===== src/rtl/cost_pkg.sv =====
// Shared types and constants for the cost-calculation batch controller.
package cost_pkg;

    localparam int NUM_DIGITS = 10;
    localparam int CONF_W     = 4;
    localparam int COST_W     = 8;
    localparam int LABEL_W    = 4;

    typedef logic [0:NUM_DIGITS-1][CONF_W-1:0] weights_t;
    typedef logic [0:NUM_DIGITS-1]             onehot_t;

    typedef enum logic [2:0] {
        ST_IDLE,
        ST_GET,
        ST_ISSUE,
        ST_ARM,
        ST_WAIT,
        ST_ACC,
        ST_DONE
    } state_t;

endpackage


===== src/rtl/label_onehot_decoder.sv =====
// Label index to one-hot digit vector; out-of-range labels give an all-zero vector.
module label_onehot_decoder
    import cost_pkg::*;
(
    input  logic [LABEL_W-1:0] label,
    output onehot_t            onehot,
    output logic               invalid
);

    always_comb begin
        // NOTE: defaults first so every path assigns every output and no latch is inferred.
        onehot  = '0;
        invalid = (label >= LABEL_W'(NUM_DIGITS));
        for (int i = 0; i < NUM_DIGITS; i++) begin
            if (label == LABEL_W'(i)) begin
                onehot[i] = 1'b1;
            end
        end
    end

endmodule


===== src/rtl/cost_batch_controller.sv =====
// Initiator for the cost calculator: feeds labelled samples, accumulates per-sample
// costs over a batch and reports saturating total, mean and max.
module cost_batch_controller
    import cost_pkg::*;
#(
    parameter int LOG2_BATCH = 3,
    parameter int ACC_W      = 16,
    parameter int TIMEOUT    = 63
) (
    input  logic                 clk,
    input  logic                 rst,
    input  logic                 batch_start,
    input  logic                 sample_valid,
    input  logic [LABEL_W-1:0]   sample_label,
    input  weights_t             sample_weights,
    output logic                 sample_ready,
    output logic                 cost_en,
    output onehot_t              expected_label,
    output weights_t             digit_weights,
    input  logic                 calculation_complete,
    input  logic [COST_W-1:0]    cost_output,
    output logic [ACC_W-1:0]     batch_total,
    output logic [COST_W-1:0]    batch_mean,
    output logic [COST_W-1:0]    batch_max,
    output logic                 batch_done,
    output logic                 busy,
    output logic                 err_label,
    output logic                 err_timeout
);

    localparam int CNT_W      = LOG2_BATCH + 1;
    localparam int WD_W       = $clog2(TIMEOUT + 1) + 1;
    localparam int ARM_CYCLES = 2;
    localparam logic [CNT_W-1:0] LAST_SAMPLE = CNT_W'((1 << LOG2_BATCH) - 1);

    state_t              state;
    logic [CNT_W-1:0]    sample_cnt;
    logic [WD_W-1:0]     wd_cnt;
    logic [ACC_W-1:0]    acc_total;
    logic [COST_W-1:0]   acc_max;
    logic [COST_W-1:0]   sample_cost;

    onehot_t             dec_onehot;
    logic                dec_invalid;

    logic [ACC_W:0]      sum_wide;
    logic [ACC_W-1:0]    total_next;
    logic [ACC_W-1:0]    mean_shift;
    logic [COST_W-1:0]   mean_next;
    logic [COST_W-1:0]   max_next;

    label_onehot_decoder u_decoder (
        .label   (sample_label),
        .onehot  (dec_onehot),
        .invalid (dec_invalid)
    );

    // The extra carry bit detects overflow so the total can clamp at all-ones.
    always_comb begin
        sum_wide   = {1'b0, acc_total} + (ACC_W + 1)'(sample_cost);
        total_next = sum_wide[ACC_W] ? '1 : sum_wide[ACC_W-1:0];
        mean_shift = total_next >> LOG2_BATCH;
        mean_next  = (mean_shift > ACC_W'(8'hFF)) ? '1 : mean_shift[COST_W-1:0];
        max_next   = (sample_cost > acc_max) ? sample_cost : acc_max;
    end

    always_ff @(posedge clk) begin
        if (rst) begin
            state          <= ST_IDLE;
            sample_cnt     <= '0;
            wd_cnt         <= '0;
            acc_total      <= '0;
            acc_max        <= '0;
            sample_cost    <= '0;
            sample_ready   <= 1'b0;
            cost_en        <= 1'b0;
            expected_label <= '0;
            digit_weights  <= '0;
            batch_total    <= '0;
            batch_mean     <= '0;
            batch_max      <= '0;
            batch_done     <= 1'b0;
            busy           <= 1'b0;
            err_label      <= 1'b0;
            err_timeout    <= 1'b0;
        end else begin
            // NOTE: non-blocking throughout so every register sees pre-edge values.
            cost_en    <= 1'b0;
            batch_done <= 1'b0;

            case (state)
                ST_IDLE: begin
                    if (batch_start) begin
                        sample_cnt   <= '0;
                        acc_total    <= '0;
                        acc_max      <= '0;
                        err_label    <= 1'b0;
                        err_timeout  <= 1'b0;
                        busy         <= 1'b1;
                        sample_ready <= 1'b1;
                        state        <= ST_GET;
                    end
                end

                ST_GET: begin
                    if (sample_valid) begin
                        digit_weights  <= sample_weights;
                        expected_label <= dec_onehot;
                        if (dec_invalid) begin
                            err_label <= 1'b1;
                        end
                        sample_ready <= 1'b0;
                        state        <= ST_ISSUE;
                    end
                end

                ST_ISSUE: begin
                    if (calculation_complete) begin
                        cost_en <= 1'b1;
                        wd_cnt  <= '0;
                        state   <= ST_ARM;
                    end
                end

                // Calculator must leave idle within two cycles of the request.
                ST_ARM: begin
                    wd_cnt <= wd_cnt + WD_W'(1);
                    if (!calculation_complete) begin
                        state <= ST_WAIT;
                    end else if (wd_cnt == WD_W'(ARM_CYCLES - 1)) begin
                        err_timeout <= 1'b1;
                        sample_cost <= '0;
                        state       <= ST_ACC;
                    end
                end

                ST_WAIT: begin
                    wd_cnt <= wd_cnt + WD_W'(1);
                    if (calculation_complete) begin
                        sample_cost <= cost_output;
                        state       <= ST_ACC;
                    end else if (wd_cnt >= WD_W'(TIMEOUT)) begin
                        err_timeout <= 1'b1;
                        sample_cost <= '0;
                        state       <= ST_ACC;
                    end
                end

                ST_ACC: begin
                    acc_total  <= total_next;
                    acc_max    <= max_next;
                    sample_cnt <= sample_cnt + CNT_W'(1);
                    if (sample_cnt == LAST_SAMPLE) begin
                        batch_total <= total_next;
                        batch_mean  <= mean_next;
                        batch_max   <= max_next;
                        batch_done  <= 1'b1;
                        state       <= ST_DONE;
                    end else begin
                        sample_ready <= 1'b1;
                        state        <= ST_GET;
                    end
                end

                ST_DONE: begin
                    busy  <= 1'b0;
                    state <= ST_IDLE;
                end

                default: state <= ST_IDLE;
            endcase
        end
    end

endmodule

===== config.mk =====
export PLATFORM = sky130hd
export DESIGN_NAME = cost_batch_controller
export DESIGN_NICKNAME = d
export VERILOG_FILES = /design/src/rtl/cost_pkg.sv /design/src/rtl/label_onehot_decoder.sv /design/src/rtl/cost_batch_controller.sv
export SDC_FILE = /design/constraint.sdc
export NUM_CORES = 1
export LEC_CHECK = 0
export ABC_AREA = 0
export CORE_ASPECT_RATIO = 1.2
export CORE_MARGIN = 5
export CORE_UTILIZATION = 45
export CTS_CLUSTER_SIZE = 14
export DETAILED_ROUTE_END_ITERATION = 16
export PLACE_DENSITY = 0.72
export RECOVER_POWER = 25
export SLEW_MARGIN = 5
export SYNTH_ARGS = -nofsm -noshare
export SYNTH_HDL_FRONTEND = slang
export SYNTH_SLANG_ARGS = --single-unit

===== constraint.sdc =====
create_clock -name clk -period 2.64 [get_ports clk]
set_input_delay 0.528 -clock clk [delete_from_list [all_inputs] [get_ports clk]]
set_output_delay 0.528 -clock clk [all_outputs]
set_load 0.01 [all_outputs]

### Word level (Yosys, flattened, before mapping)

Index checks and enable logic that the tools add are counted.

| storage, ports and cells | value |
|---|---|
| bits in registers | 134 |
| word-level logic and storage cells | 136 |
| bits of input ports | 57 |

| cells by class | value |
|---|---|
| add/subtract/negate cells | 3 |
| eq/ne operators | 28 |
| bitwise operators | 2 |
| reductions and logical operators | 22 |
| magnitude comparators | 4 |
| mux-type cells | 51 |

Operators by type and width:

| kind | count |
|---|---|
| 8-bit 2-to-1 mux | 7 |
| 16-bit 2-to-1 mux | 2 |
| 16-bit case mux with 2 select lines | 1 |
| 8-bit case mux with 2 select lines | 2 |
| 3-bit 2-to-1 mux | 8 |
| 1-bit 2-to-1 mux | 22 |
| 4-bit by 3-bit == test with 1-bit output (second input constant) | 5 |
| 2-bit inequality test (second input constant) | 9 |
| 3-bit case mux with 6 select lines | 1 |
| 16-bit by 8-bit adder with 17-bit output | 1 |
| 7-bit case mux with 2 select lines | 1 |
| 13-bit by 8-bit greater-than comparator with 1-bit output (second input constant) | 1 |
| 4-bit AND reduction | 3 |
| 2-bit AND reduction | 5 |
| 2-bit nonzero test | 5 |
| 3-bit == test (second input constant) | 3 |
| 4-bit by 2-bit == test with 1-bit output (second input constant) | 2 |
| 4-bit == test (second input constant) | 2 |
| 8-bit greater-than comparator | 1 |
| 4-bit case mux with 2 select lines | 1 |
| 7-bit by 1-bit adder with 7-bit output (second input constant) | 1 |
| 7-bit by 1-bit == test with 1-bit output (second input constant) | 1 |
| 7-bit by 6-bit greater-or-equal comparator with 1-bit output (second input constant) | 1 |
| 7-bit 2-to-1 mux | 1 |
| other kinds (16) | 24 |

### Longest topological paths before layout

Gate-level depths: netlist of run 1.

| depth | value |
|---|---|
| depth after elaboration | 4 |
| mapped depth | 10 |
| mapped depth without buffers | 8 |

### Hierarchy

From an unflattened synthesis of run 1, not the netlist that was laid out.

| second synthesis, totals | value |
|---|---|
| cells, all modules | 735 |
| area, all modules | 6088.3 µm² |

Modules (own cells, without submodules):

| module | cells an instance | area each (µm²) | times used |
|---|---|---|---|
| cost_batch_controller | 720 | 5904.4 | 1 |
| label_onehot_decoder | 15 | 183.9 | 1 |

### Worst setup path after synthesis of run 1

No wires, ideal clock.

| timing path | value |
|---|---|
| path type | register -> register |
| start | reg sample_cost[0] |
| end | reg batch_mean[7] |
| slack | 191 ps |
| arrival time | 2309 ps |
| stages on the path, launching flop included | 9 |
| period minus slack after synthesis | 2449 ps |
| required time | 2500 ps |
| library setup time | 140 ps |
| cells stage by stage | dfxtp_1 > ha_1 > fa_1 > a211oi_4 > o211ai_4 > a41oi_2 > mux2i_1 > a2111oi_4 > a211oi_1 |

| between the ends | value |
|---|---|
| word-level cells in the longest chain between the ends | 4 |

RTL lines:

| element | RTL line | text |
|---|---|---|
| start, declared | cost_batch_controller.sv:41 | `logic [COST_W-1:0] sample_cost;` |
| start signal, assigned | cost_batch_controller.sv:140 | `sample_cost <= cost_output;` |
| 16-bit by 8-bit adder with 17-bit output * | cost_batch_controller.sv:60 | `sum_wide = {1'b0, acc_total} + (ACC_W + 1)'(sample_cost);` |
| 16-bit 2-to-1 mux * | cost_batch_controller.sv:61 | `total_next = sum_wide[ACC_W] ? '1 : sum_wide[ACC_W-1:0];` |
| 13-bit by 8-bit greater-than comparator with 1-bit output | cost_batch_controller.sv:63 | `mean_next = (mean_shift > ACC_W'(8'hFF)) ? '1 : mean_shift[COST_W-1:0];` |
| 8-bit 2-to-1 mux * | cost_batch_controller.sv:63 |  |
| end signal, assigned | cost_batch_controller.sv:155 | `batch_mean <= mean_next;` |
| end, declared | cost_batch_controller.sv:23 | `output logic [COST_W-1:0] batch_mean,` |

Mark *: on every way between the ends. The rest lies on a longest branch, timed or not.
A chain may end at the register's enable or synchronous reset.

### Final worst setup path of run 1

| timing path | value |
|---|---|
| start | reg acc_total[0] |
| end | reg batch_mean[0] |

| between the ends | value |
|---|---|
| word-level cells in the longest chain between the ends | 4 |

RTL lines:

| element | RTL line | text |
|---|---|---|
| start, declared | cost_batch_controller.sv:39 | `logic [ACC_W-1:0] acc_total;` |
| start signal, assigned | cost_batch_controller.sv:150 | `acc_total <= total_next;` |
| 16-bit by 8-bit adder with 17-bit output * | cost_batch_controller.sv:60 |  |
| 16-bit 2-to-1 mux * | cost_batch_controller.sv:61 |  |
| 13-bit by 8-bit greater-than comparator with 1-bit output | cost_batch_controller.sv:63 |  |
| 8-bit 2-to-1 mux * | cost_batch_controller.sv:63 |  |

Marks and branches as above.

==> summary.md, run 1 <==
| Metric | Value |
|---|---|
| CP startpoint | acc_total[0]$_SDFFE_PP0P_ |
| Post-Syn Area per Cell | 8.17 µm² |
| Register area share after synthesis | 43.8% |
| Primary FF master, synth | dfxtp_1 |
| Inserted Diodes | 0 |
| Standby leakage power | 3.08 nW |
| Crit. End Element | flop |
| Worst r2r src | acc_total[0]$_SDFFE_PP0P_ |
| Kind of critical path | flop to flop |
| Std-Cell Core Area | 13300 µm² |
| Site Rows | 46 |
| Worst slew margin | 34.6% |
| Worst r2r dst | batch_mean[0]$_SDFFE_PP0P_ |
| Cell taking the most area after synthesis | dfxtp_1 |
| DRC | 0 |
| GRT Util Overall | 20.7% |
| Number of clock sinks | 134 |
| GP Congestion | 0.888 |
| Synth area leaders | dfxtp_1, nand2_1, a21oi_1 |
| #FFs+latches synth | 134 |
| DR pass1 iterations | 5 |
| Power Total | 5.40 mW |
| Initial DRC Count | 338 |
| Crit path time final | 2.52 ns |
| RSZ-0062 raised after global routing | false |
| Clk buf depth | 2 |
| Met1 Usage GRT | 24.4% |
| Commonest cells in the netlist | nand2_1, dfxtp_1, a21oi_1 |
| Final setup fails | 0 |
| Count leader, synth | nand2_1 |
| Share of cells above drive strength 1 | 7.48% |
| Hold_buf cts | 0 |
| Cells after Synth | 749 |
| Final Cycle Share | 95.5% |
| Largest net degree at the start of global routing | 52 |
| Vias | 5815 |
| Post-synth EDFFs | 0 |
| Routed WL | 16800 µm |
| Detail Route Antenna Nets | 0 |
| Register area | 2680 µm² |
| Register-to-register setup slack | 0.12 ns |
| Max-slew violations | 0 |
| # IOs | 145 |
| Grt ovf | 0 |
| Max_cap viols | 0 |
| Actual slew at the worst max-slew pin | 0.980 ns |
| Critical path required time | 2.92 ns |
| DIE AREA | 16000 µm² |
| Worst-path clk slew | 0.06 ns |
| Critical path arrival | 2.80 ns |
| Vias per inst | 5.47 |
| VDD IR-drop max | 0.365 mV |
| Final Hold Fails | 0 |
| Ys async rst share | 0% |
| Wire length per cell | 15.8 µm |
| H-tree depth | 4 |
| Worst-path fanout max | 10 |
| IO buf count | 144 |
| Pre-CTS setup slack | -0.00355 ns |
| Synth top area share | 43.8% |
| Total clock buffers created by CTS | 17 |
| Root Buffer | clkbuf_16 |
| Most used routing layer | met2 |
| Fin nets | 960 |
| Met3 Usage GRT | 4.31% |
| Clock skew | 0.00724 ns |
| CP startpoint kind | flop |
| Area growth syn-to-layout | 36.8% |
| Dpl hpwl | 12200 µm |
| Type of the tightest min-delay check | flop to flop |
| Status | complete, no violations |
| Die span in y | 138 µm |
| Multi-input combinational cell area | 3210 µm² |
| Mapped Nets | 826 |
| Number of global-route vias before repair | 5577 |
| Yosys warns | 0 |
| Pwr dens | 646 nW/µm² |
| Fmax achieved | 0.397 GHz |
| First-pass GRT wire length | 26700 µm |
| Met2 track demand over resource | 36.9% |
| CTS tree | built |
| Initial antenna violation count | 0 |
| Die Span X | 116 µm |
| Fillers | 1134 |
| Crit path capture | batch_mean[0]$_SDFFE_PP0P_ |
| PnR worst setup slack | 0.120 ns |
| Initial core utilization | 46.0% |
| Worst skew pair latency | 0.42 ns |
| Post-synthesis cell area | 6120 µm² |
| FF-to-FF path depth | 9 |
| Synth unique cells | 60 |
-- kinds of logic (layout without fill, tap and decap cells) --
group	count (synthesis)	count (layout)	synth area share [%]
compound gates	206	206	22.4
xor+xnor	6	6	0.859
fa+ha+maj	20	20	4.21
buf+inv	61	208	3.84
simple gates	303	303	21.7
mux	19	19	3.11
flops	134	134	43.8
-- what timing repair did --
item,CTS,global route
endpoints found under the setup margin,2,8
setup buffers,0,0
resized for setup,1,3
-- per-layer routing --
layer  share of wire, %  wire (µm)  vias up
li1                   -          -     2916
met5                  0          0        -
met1                 41       6910     2711
met3                5.3        889       32
met2                 51       8620      156
met4                2.1        352        0
-- worst min path at each step --
stage | endpoint | cells past startpoint | start | slack [ns]
2_1_floorplan | acc_total[0]$_SDFFE_PP0P_ | 2 | acc_total[0]$_SDFFE_PP0P_ | 0.44
3_3_place_gp | expected_label[6]$_SDFFE_PP0P_ | 2 | expected_label[6]$_SDFFE_PP0P_ | 0.44
3_5_place_dp | batch_total[15]$_SDFFE_PP0P_ | 2 | batch_total[15]$_SDFFE_PP0P_ | 0.45
4_1_cts | expected_label[0]$_SDFFE_PP0P_ | 2 | expected_label[0]$_SDFFE_PP0P_ | 0.45
5_1_grt | batch_total[11]$_SDFFE_PP0P_ | 2 | batch_total[11]$_SDFFE_PP0P_ | 0.47
6_report | expected_label[0]$_SDFFE_PP0P_ | 2 | expected_label[0]$_SDFFE_PP0P_ | 0.45
-- worst max-delay path, cell delays in order (launching register included) --
cell	delay (ns)
dfxtp_1	0.31
ha_1	0.25
fa_2	0.41
a211oi_4	0.29
o211ai_4	0.17
a41oi_2	0.23
mux2i_2	0.14
a2111oi_4	0.32
buf_6	0.18
a211oi_1	0.08
-- per-stage QoR --
step / util (%) / setup TNS, ns / area [µm²] / instances / hold WS [ns]
after floorplan: - / 0 / 6120 / 749 / 0.436
after global placement: 58.1 / 0 / 7730 / 1032 / 0.441
after detailed placement: 58.1 / -0.00355 / 7730 / 1032 / 0.447
after CTS: 62.9 / 0 / 8360 / 1064 / 0.454
after global routing: 62.9 / 0 / 8370 / 1064 / 0.472
final: 62.9 / 0 / 8370 / 1064 / 0.447
-- registers in the layout, summed over array words and instances, names as in the netlist --
| signal | flops |
|---|---|
| err_label | 1 |
| sample_cost | 8 |
| wd_cnt | 7 |
| sample_ready | 1 |
| busy | 1 |
| acc_max | 8 |
| batch_total | 16 |
| err_timeout | 1 |
| batch_done | 1 |
| expected_label | 10 |
| batch_max | 8 |
| cost_en | 1 |
| digit_weights | 40 |
| state | 3 |
| sample_cnt | 4 |
| batch_mean | 8 |
| acc_total | 16 |
-- area by class of cell --
class | instances | area share (%)
clock buffer | 18 | 5.25
clock inverter | 14 | 2.23
inverter | 15 | 0.673
multi-input combinational | 554 | 38.4
sequential | 134 | 32.1
tap | 168 | 2.51
timing repair buffer | 161 | 18.9
-- power breakdown --
part | internal [mW] | total (mW) | switching (mW)
registers | 2.11 | 2.18 | 0.0653
clock network | 1.53 | 2.49 | 0.957
logic | 0.330 | 0.735 | 0.406
-- layout by cell type, fill, tap and decap left out, types with 4 or more instances in the layout --
cell type,instances
and3_1,9
ha_1,19
clkbuf_16,17
nor2_1,84
xnor2_1,4
nand4_1,6
mux2i_1,18
clkinv_4,4
a21oi_1,86
nand3_1,18
a31oi_1,5
clkdlybuf4s50_1,103
a21o_1,5
o21a_1,5
a311oi_1,4
dlygate4sd3_1,40
o21ai_0,24
inv_6,4
nand2_1,137
o211ai_1,4
a22oi_1,13
nand2b_1,9
buf_4,15
a2bb2oi_1,6
nor2b_1,8
inv_1,15
dfxtp_1,134
a211oi_1,26
nor3_1,12
Note: power is estimated with default switching activity, not from simulation.
==> inputs of run 2 (changes only) <==
--- a/config.mk
+++ b/config.mk
@@ -11,9 +11,11 @@
 export CORE_UTILIZATION = 45
 export CTS_CLUSTER_SIZE = 14
 export DETAILED_ROUTE_END_ITERATION = 16
+export HOLD_SLACK_MARGIN = 0.02
 export PLACE_DENSITY = 0.72
 export RECOVER_POWER = 25
 export SLEW_MARGIN = 5
 export SYNTH_ARGS = -nofsm -noshare
 export SYNTH_HDL_FRONTEND = slang
 export SYNTH_SLANG_ARGS = --single-unit
+export TNS_END_PERCENT = 30
==> constraint.sdc (replaced) <==
create_clock -name clk -period 2.64 [get_ports clk]
set_input_delay 0.528 -clock clk [delete_from_list [all_inputs] [get_ports clk]]
set_output_delay 0.528 -clock clk [all_outputs]
set_load 0.02 [all_outputs]
==> summary.md, run 2 (synthesis gave the netlist of run 1 again) <==
| Metric | Value |
|---|---|
| Status | complete, no violations |
| Clock power share | 45.7% |
| Total clock buffers created by CTS | 17 |
| Grt ovf | 0 |
| Worst-path fanout max | 10 |
| Commonest cells after routing, fill and taps aside | nand2_1, dfxtp_1, clkdlybuf4s50_1 |
| Vias | 5818 |
| Initial core utilization | 46.0% |
| Worst skew pair latency | 0.42 ns |
| Largest register by flop count | digit_weights |
| Initial antenna violation count | 0 |
| Die Span X | 116 µm |
| End-of-flow core utilization | 62.9% |
| Sw Share | 27.2% |
| Worst hold start | expected_label[0]$_SDFFE_PP0P_ |
| Commonest non-fill, non-tap cell in the layout | nand2_1 |
| Crit. End Element | flop |
| Die span in y | 138 µm |
| Type of the tightest min-delay check | flop to flop |
| Critical path required time | 2.91 ns |
| Worst-path clk slew | 0.06 ns |
| First-pass GRT wire length | 26700 µm |
| CTS tree | built |
| Kind of critical path | flop to flop |
| WHS Path Cells | 2 |
| FF-to-FF path depth | 9 |
| Biggest regs | digit_weights x40, acc_total x16, batch_total x16 |
| Final setup fails | 0 |
| Sequential cell fraction of total power | 39.9% |
| Max_cap viols | 0 |
| Root Buffer | clkbuf_16 |
| Wire length per cell | 15.8 µm |
| H-tree depth | 4 |
| Vias per inst | 5.47 |
| Worst slew margin | 34.7% |
| Initial DRC Count | 338 |
| Dpl hpwl | 12200 µm |
| Area growth syn-to-layout | 36.7% |
| Worst r2r dst | batch_mean[0]$_SDFFE_PP0P_ |
| Crit path time final | 2.52 ns |
| Share of cells above drive strength 1 | 7.37% |
| Routed WL | 16800 µm |
| Critical path arrival | 2.79 ns |
| Cells after DPL | 1032 |
| Finished Layout Cells | 1064 |
| Fmax achieved | 0.397 GHz |
| Inserted Diodes | 0 |
| Standby leakage power | 3.07 nW |
| Actual slew at the worst max-slew pin | 0.980 ns |
| Final Hold Fails | 0 |
| VDD IR-drop max | 0.365 mV |
| DRC | 0 |
| Fin nets | 960 |
| Site Rows | 46 |
| WHS Endpoint | expected_label[0]$_SDFFE_PP0P_ |
| Worst r2r src | acc_total[0]$_SDFFE_PP0P_ |
| Comb power frac | 14.5% |
| GP Congestion | 0.888 |
| Largest net degree at the start of global routing | 52 |
| Largest register FFs | 40 |
| Final Cycle Share | 95.3% |
| DR pass1 iterations | 5 |
| Register-to-register setup slack | 0.12 ns |
| Number of clock sinks | 134 |
| CP startpoint kind | flop |
| GRT Util Overall | 20.7% |
| Detail Route Antenna Nets | 0 |
| DIE AREA | 16000 µm² |
| Sw Pwr | 1.48 mW |
| RSZ-0062 raised after global routing | false |
| IO buf count | 144 |
| # IOs | 145 |
| Pint | 3.97 mW |
| Pwr dens | 652 nW/µm² |
| Max-slew violations | 0 |
| Number of global-route vias before repair | 5577 |
| Clk buf depth | 2 |
| Std-Cell Core Area | 13300 µm² |
| Clock skew | 0.00720 ns |
run 2: cell type report:
class,count,area (µm²)
inverters,15,56.3
fillers,1134,4930
multi-input cells,554,3210
clock inverters,14,186
repair buffers,161,1580
flip-flops and latches,134,2680
well taps,168,210
clock buffers,18,439
run 2: worst max path at each step:
stage / start / endpoint / slack (ns) / depth (start not counted)
after detailed placement: acc_total[0]$_SDFFE_PP0P_ / batch_mean[0]$_SDFFE_PP0P_ / -0.004 / 9
after CTS: acc_total[0]$_SDFFE_PP0P_ / batch_mean[0]$_SDFFE_PP0P_ / 0.07 / 9
final: acc_total[0]$_SDFFE_PP0P_ / batch_mean[0]$_SDFFE_PP0P_ / 0.12 / 9
after global placement: acc_total[0]$_SDFFE_PP0P_ / batch_mean[7]$_SDFFE_PP0P_ / 0.08 / 9
after floorplan: sample_cost[0]$_SDFFE_PP0P_ / batch_mean[7]$_SDFFE_PP0P_ / 0.19 / 8
after global routing: acc_total[0]$_SDFFE_PP0P_ / batch_mean[0]$_SDFFE_PP0P_ / 0.01 / 9
run 2: what timing repair did:
action / CTS / global route
setup buffers: 0 / 0
resized for setup: 1 / 3
setup endpoints to repair: 2 / 8
hold buffers: 0 / 0
run 2: critical path, stage by stage (launching register included):
cell and delay, ns:
dfxtp_1 0.31, ha_1 0.25, fa_2 0.41, a211oi_4 0.29, o211ai_4 0.17, a41oi_2 0.23, mux2i_2 0.14, a2111oi_4 0.32
buf_6 0.18, a211oi_1 0.08
run 2: layer usage:
layer | track usage [%] | up-vias | part of all wire (%)
li1 | - | 2918 | -
met1 | 24.4 | 2712 | 41
met2 | 36.9 | 156 | 51
met3 | 4.31 | 32 | 5.2
met4 | 7.48 | 0 | 2.1
met5 | 0 | - | 0
run 2: per-stage QoR:
stage          power (mW)  instance area, µm²  setup WS [ns]  setup TNS, ns  hold WS [ns]
2_1_floorplan        2.67                6120          0.191              0         0.436
3_3_place_gp         3.01                7730         0.0816              0         0.441
3_5_place_dp         3.02                7730       -0.00355       -0.00355         0.447
4_1_cts              5.51                8360         0.0712              0         0.454
5_1_grt              5.69                8370         0.0122              0         0.472
6_report             5.45                8370          0.124              0         0.447
run 2: power by group through the flow:
| stage | Clock [mW] | Combinational (mW) | Sequential (mW) |
|---|---|---|---|
| floorplan | 0 | 0.387 | 2.29 |
| global placement | 0 | 0.790 | 2.22 |
| detailed placement | 0 | 0.802 | 2.22 |
| CTS | 2.53 | 0.810 | 2.18 |
| global route | 2.64 | 0.866 | 2.19 |
| finish | 2.49 | 0.789 | 2.18 |
